==> src/rtl/fixed_float_conversion_pkg.sv <==
// Shared constants and types for the fixed <-> float conversion path.
// Used by both the fixed-to-float and the float-to-fixed converters.
package fixed_float_conversion_pkg;

  localparam int FLOAT_BIAS      = 127;
  localparam int FLOAT_EXP_W     = 8;
  localparam int FLOAT_MANT_W    = 23;
  localparam int FIXED_FRAC_BITS = 20;
  localparam int FIXED_W         = 22;

  typedef enum logic {
    IDLE = 1'b0,
    NORM = 1'b1
  } conv_state_e;

endpackage : fixed_float_conversion_pkg

==> src/rtl/fixed_float_conversion.sv <==
// Sign-magnitude fixed point (1 sign, 1 integer, FRAC_BITS fraction) to
// IEEE-754 single precision, using an iterative normaliser that shifts the
// magnitude left by one position per cycle.
//
// Ports:
//   clk     rising-edge clock
//   rst     asynchronous active-high reset
//   enable  start request, sampled only while idle
//   data    fixed-point operand: [FRAC_BITS+1] sign, [FRAC_BITS] weight 2^0
//   busy    high while normalising
//   done    one-cycle pulse when result is updated
//   result  IEEE-754 single, held until the next completion
//
// state | meaning
// IDLE  | waiting for enable; captures operand when it arrives
// NORM  | shifting magnitude left until its top bit is set (or it is zero)
module fixed_float_conversion
  import fixed_float_conversion_pkg::*;
#(
  parameter int FRAC_BITS  = fixed_float_conversion_pkg::FIXED_FRAC_BITS,
  parameter int FLOAT_BIAS = fixed_float_conversion_pkg::FLOAT_BIAS
) (
  input  logic                 clk,
  input  logic                 rst,
  input  logic                 enable,
  input  logic [FRAC_BITS+1:0] data,
  output logic                 busy,
  output logic                 done,
  output logic [31:0]          result
);

  localparam int MAG_W = FRAC_BITS + 1;

  conv_state_e            state_q, state_d;
  logic                   sign_q, sign_d;
  logic [MAG_W-1:0]       mag_q, mag_d;
  logic [FLOAT_EXP_W-1:0] exp_q, exp_d;
  logic [31:0]            result_q, result_d;
  logic                   done_q, done_d;

  // Normalisation finishes either on a zero magnitude or once the leading
  // one sits in the integer position.
  logic mag_zero;
  logic mag_norm;
  assign mag_zero = (mag_q == '0);
  assign mag_norm = mag_q[MAG_W-1];

  // State register and datapath registers
  always_ff @(posedge clk or posedge rst) begin
    if (rst) begin
      state_q  <= IDLE;
      sign_q   <= 1'b0;
      mag_q    <= '0;
      exp_q    <= '0;
      result_q <= '0;
      done_q   <= 1'b0;
    end else begin
      state_q  <= state_d;
      sign_q   <= sign_d;
      mag_q    <= mag_d;
      exp_q    <= exp_d;
      result_q <= result_d;
      done_q   <= done_d;
    end
  end

  // Next-state logic
  always_comb begin
    state_d = state_q;
    case (state_q)
      IDLE:    if (enable) state_d = NORM;
      NORM:    if (mag_zero || mag_norm) state_d = IDLE;
      default: state_d = IDLE;
    endcase
  end

  // Datapath and outputs
  always_comb begin
    sign_d   = sign_q;
    mag_d    = mag_q;
    exp_d    = exp_q;
    result_d = result_q;
    done_d   = 1'b0;
    busy     = 1'b0;
    case (state_q)
      IDLE: begin
        if (enable) begin
          sign_d = data[FRAC_BITS+1];
          mag_d  = data[FRAC_BITS:0];
          exp_d  = FLOAT_EXP_W'(FLOAT_BIAS);
        end
      end
      NORM: begin
        busy = 1'b1;
        if (mag_zero) begin
          // Negative zero is folded to +0.
          result_d = '0;
          done_d   = 1'b1;
        end else if (mag_norm) begin
          // Hidden bit dropped; fraction padded on the right, conversion exact.
          result_d = {sign_q, exp_q, mag_q[FRAC_BITS-1:0],
                      {(FLOAT_MANT_W-FRAC_BITS){1'b0}}};
          done_d   = 1'b1;
        end else begin
          mag_d = mag_q << 1;
          exp_d = exp_q - FLOAT_EXP_W'(1);
        end
      end
      default: ;
    endcase
  end

  assign done   = done_q;
  assign result = result_q;

endmodule : fixed_float_conversion
==> config.mk <==
export PLATFORM = sky130hd
export DESIGN_NAME = fixed_float_conversion
export DESIGN_NICKNAME = d
export VERILOG_FILES = /design/src/rtl/fixed_float_conversion_pkg.sv /design/src/rtl/fixed_float_conversion.sv
export SDC_FILE = /design/constraint.sdc
export NUM_CORES = 1
export LEC_CHECK = 0
export ABC_AREA = 1
export CORE_MARGIN = 5
export CORE_UTILIZATION = 35
export CTS_CLUSTER_SIZE = 28
export DETAILED_ROUTE_END_ITERATION = 6
export PLACE_DENSITY = 0.67
export RECOVER_POWER = 100
export SYNTH_ARGS = -nofsm -noshare
export SYNTH_HDL_FRONTEND = slang
export SYNTH_SLANG_ARGS = --single-unit
==> constraint.sdc <==
create_clock -name clk -period 2 [get_ports clk]
set_clock_uncertainty 0.15 [all_clocks]
set_input_delay 0.2 -clock clk [delete_from_list [all_inputs] [get_ports clk]]
set_output_delay 0.2 -clock clk [all_outputs]
set_load 0.01 [all_outputs]
==> results.yml <==
status:
  status: "complete, no violations"
die:
  die_height_um: 100.5
  coreArea_um2: 8093
  number_of_i_o_pins: 59
  number_of_standard_cell_rows_in_the_floorplan: 33
  design.die.area_um2: 10100
  chipWidth_um: 100.5
  initial_utilization: 0.3541
logic_synthesis:
  synthMuxAreaShare: 0
  syn_area_um2: 2865
  yosys-top-cells-area: "sky130_fd_sc_hd__dfrtp_1 (53%), sky130_fd_sc_hd__nand2_1 (22%), sky130_fd_sc_hd__nand3_1 (6.8%)"
  synthSimpleGateAreaFrac: 0.3293
  synth_area_leader_cell: "sky130_fd_sc_hd__dfrtp_1"
  synth_seq_cells: 61
  synthXorXnorAreaFrac: 0
  synth_area_in_compound_gates: 0.06201
  synth-seq-area-share: 0.5328
  syn-instance-count: 355
  number_of_distinct_library_cells_after_synthesis: 21
  synth_top_area_share: 0.5328
  asyncSetResetFlopFracSynth: 1.000
  synth_edf_count: 0
  synth_top_cells_by_count: "sky130_fd_sc_hd__nand2_1 (167), sky130_fd_sc_hd__dfrtp_1 (61), sky130_fd_sc_hd__nand3_1 (39), sky130_fd_sc_hd__a22o_1 (18), sky130_fd_sc_hd__nor2_1 (18)"
  synth-main-ff-cell: "sky130_fd_sc_hd__dfrtp_1"
  synth.most_common_cell: "sky130_fd_sc_hd__nand2_1"
  synth-adder-area-share: 0.004367
  synth_warnings: 0
  avg_cell_area_syn_um2: 8.071
  synth_top_family_by_area: "simple AND/OR/NAND/NOR gates"
critical_path:
  criticalPathCategory: "reg -> out"
  worst_ep_arrival_time_ps: 1500
  worst-path-buf-inv: 2
  crit_path_start_kind: "register"
  path_max_fanout: 16
  crit_path_cell_trace: "clkbuf_4 -> clkdlybuf4s50_1"
  cp_slowest_cell: "sky130_fd_sc_hd__clkdlybuf4s50_1"
  critical_path.endpoint_type: "primary output"
  cpPeakStageDelay_ps: 590
  cpLargestDelayFamily: "buffers and inverters"
  worstPathRequired_ps: 1650
drt:
  routed_via_density: 4.763
  dr.pass1.iters: 4
  drtIter0Drc: 117
  detail_route.drc_violations: 0
  route.antenna.remaining_nets: 0
  vias: 2477
  route.detailed.wl_per_inst_um: 12.92
  wirelength_um: 6720
clock_network:
  post_cts_resize_count: 0
  post-cts-setup-buffers: 0
  clk_latency_ps: 330
  clk_pin_slew_ps: 70
  tritoncts: "built"
  cts-root-to-sink-buffers: 2
  cts_hold_buf: 0
  cts.root.buffer_cell: "sky130_fd_sc_hd__clkbuf_8"
  cts.sinks: 61
  cts_htree_levels: 3
  cts-buffers-inserted: 9
global_route:
  antenna_found_initial: 0
  grt_first_pass_wirelength_um: 11370
  largest_net_degree_at_the_start_of_global_routing: 62
  globalRouteTotalUtil: 0.1419
  via_count_of_the_first_global_routing_pass: 2432
  grt_overflow: 0
layout:
  antenna-diode-count: 0
  finish.utilization: 0.4572
  finalNonFillerCells: 520
  layout_cells_sized_above_1: 0.06747
  final_net_count: 437
  final_area_um2: 3700
  area_growth_syn_to_layout_pct: 29.13
power_and_ir_drop:
  power.leakage_nw: 1.966
  ir_worst_vdd_mv: 0.6915
  pwr_dens_nw_per_um2: 1603
  fin_total_pwr_mw: 5.932
timing:
  fin_worst_setup_slack_ps: 145.2
  relSlewSlack: 0.4533
  report.final.hold_viol_count: 0
  hold_ws_ps: 258.3
  final.setup.tns_ps: 0
  post-route-period-util: 0.9274
  time_the_final_worst_path_needs_with_i_o_delays_and_setup_ps: 1855
  max_freq_ghz: 0.5391
  grt_setup_unrepaired: "no"
  worstMarginPinSlew_ps: 820.1
  timing.final.setup_violations: 0
  final_max_slew_viol_count: 0
place:
  number_of_buffers_inserted_by_port_buffering: 55
  place_area_um2: 3501
  global_placement_routability_congestion: 0.8157
  place_hpwl_um: 4610
  place_worst_setup_slack_ps: 144.6
  dp.cells: 505
job:
  max_cap_viol_count: 0
hold_path:
  hold_path.class: "in -> reg"
[registers in the layout, summed over array words and instances (netlist names)]
signal   flops
done         1
mag_q       21
exp_q        8
result      29
sign_q       1
state_q      1
[worst min-delay path, cell delays in order]
cell and delay (ps):
sky130_fd_sc_hd__clkdlybuf4s50_1 390, sky130_fd_sc_hd__nand2_1 60, sky130_fd_sc_hd__nand2_1 50
[cells by family after synthesis]
group                    Yosys count
AO/OA/AOI/OAI                     22
adder cells (fa/ha/maj)            1
buffers and inverters             38
flip-flops                        61
other                              1
AND/OR/NAND/NOR                  232
[metal layers]
metal | part of all wire | vias up | track usage
met3 | 0.050 | 2 | 0.04221
met4 | 0.0019 | 0 | 0.03834
met2 | 0.47 | 67 | 0.2288
met5 | 0 | - | 0
met1 | 0.48 | 1176 | 0.1867
li1 | - | 1232 | -
[area by class of cell]
| cell class | count | area (um2) |
|---|---|---|
| Fill cell | 828 | 4393 |
| Sequential cell | 61 | 1526 |
| Clock inverter | 4 | 72.57 |
| Clock buffer | 11 | 141.4 |
| Multi-Input combinational cell | 258 | 1147 |
| Tap cell | 105 | 131.4 |
| Inverter | 16 | 60.06 |
| Timing Repair Buffer | 65 | 620.6 |
[where the power goes]
part | switching [mW] | leakage [nW] | internal, mW | total [mW]
Sequential | 0.409 | 0.773 | 1.77 | 2.17
Combinational | 1.51 | 1.09 | 1.06 | 2.57
Clock | 0.457 | 0.105 | 0.727 | 1.18
Total | 2.38 | 1.97 | 3.55 | 5.93
[cells in the final DEF, fill, tap and decap left out]
cell type | synthesis | final
sky130_fd_sc_hd__buf_4 | 4 | 5
sky130_fd_sc_hd__clkinvlp_4 | 0 | 1
sky130_fd_sc_hd__clkbuf_2 | 1 | 2
sky130_fd_sc_hd__ha_1 | 1 | 1
sky130_fd_sc_hd__nand4_1 | 1 | 1
sky130_fd_sc_hd__clkbuf_1 | 8 | 1
sky130_fd_sc_hd__or2_0 | 0 | 1
sky130_fd_sc_hd__nand3b_1 | 1 | 1
sky130_fd_sc_hd__clkinv_2 | 0 | 1
sky130_fd_sc_hd__nand3_2 | 1 | 1
sky130_fd_sc_hd__inv_2 | 1 | 1
sky130_fd_sc_hd__dfrtp_1 | 61 | 61
sky130_fd_sc_hd__clkbuf_4 | 0 | 3
sky130_fd_sc_hd__clkdlybuf4s50_1 | 0 | 24
sky130_fd_sc_hd__conb_1 | 1 | 3
sky130_fd_sc_hd__nor2_1 | 18 | 18
sky130_fd_sc_hd__bufinv_16 | 0 | 2
sky130_fd_sc_hd__nand2_2 | 3 | 1
sky130_fd_sc_hd__clkbuf_8 | 0 | 10
sky130_fd_sc_hd__dlygate4sd3_1 | 0 | 31
sky130_fd_sc_hd__inv_1 | 15 | 14
sky130_fd_sc_hd__clkinv_1 | 0 | 1
sky130_fd_sc_hd__nand2_1 | 167 | 168
sky130_fd_sc_hd__a22o_1 | 18 | 18
sky130_fd_sc_hd__nand2_4 | 0 | 1
sky130_fd_sc_hd__o21ai_0 | 4 | 4
sky130_fd_sc_hd__nor3_1 | 1 | 1
sky130_fd_sc_hd__nand3_1 | 39 | 39
[worst paths after layout]
path | from | slack, ps | end | depth (start not counted)
worst min register to register | result[16] | 310 | result[16] | 2
worst min-delay path | data[0] | 260 | mag_q[0] | 3
max in group asynchronous | rst | 730 | result[30] | 3
worst max-delay path | state_q | 150 | busy | 2
min in group asynchronous | rst | 440 | done | 3
worst max register to register | mag_q[20] | 190 | mag_q[4] | 7
Power figures use the tool's default switching activity.
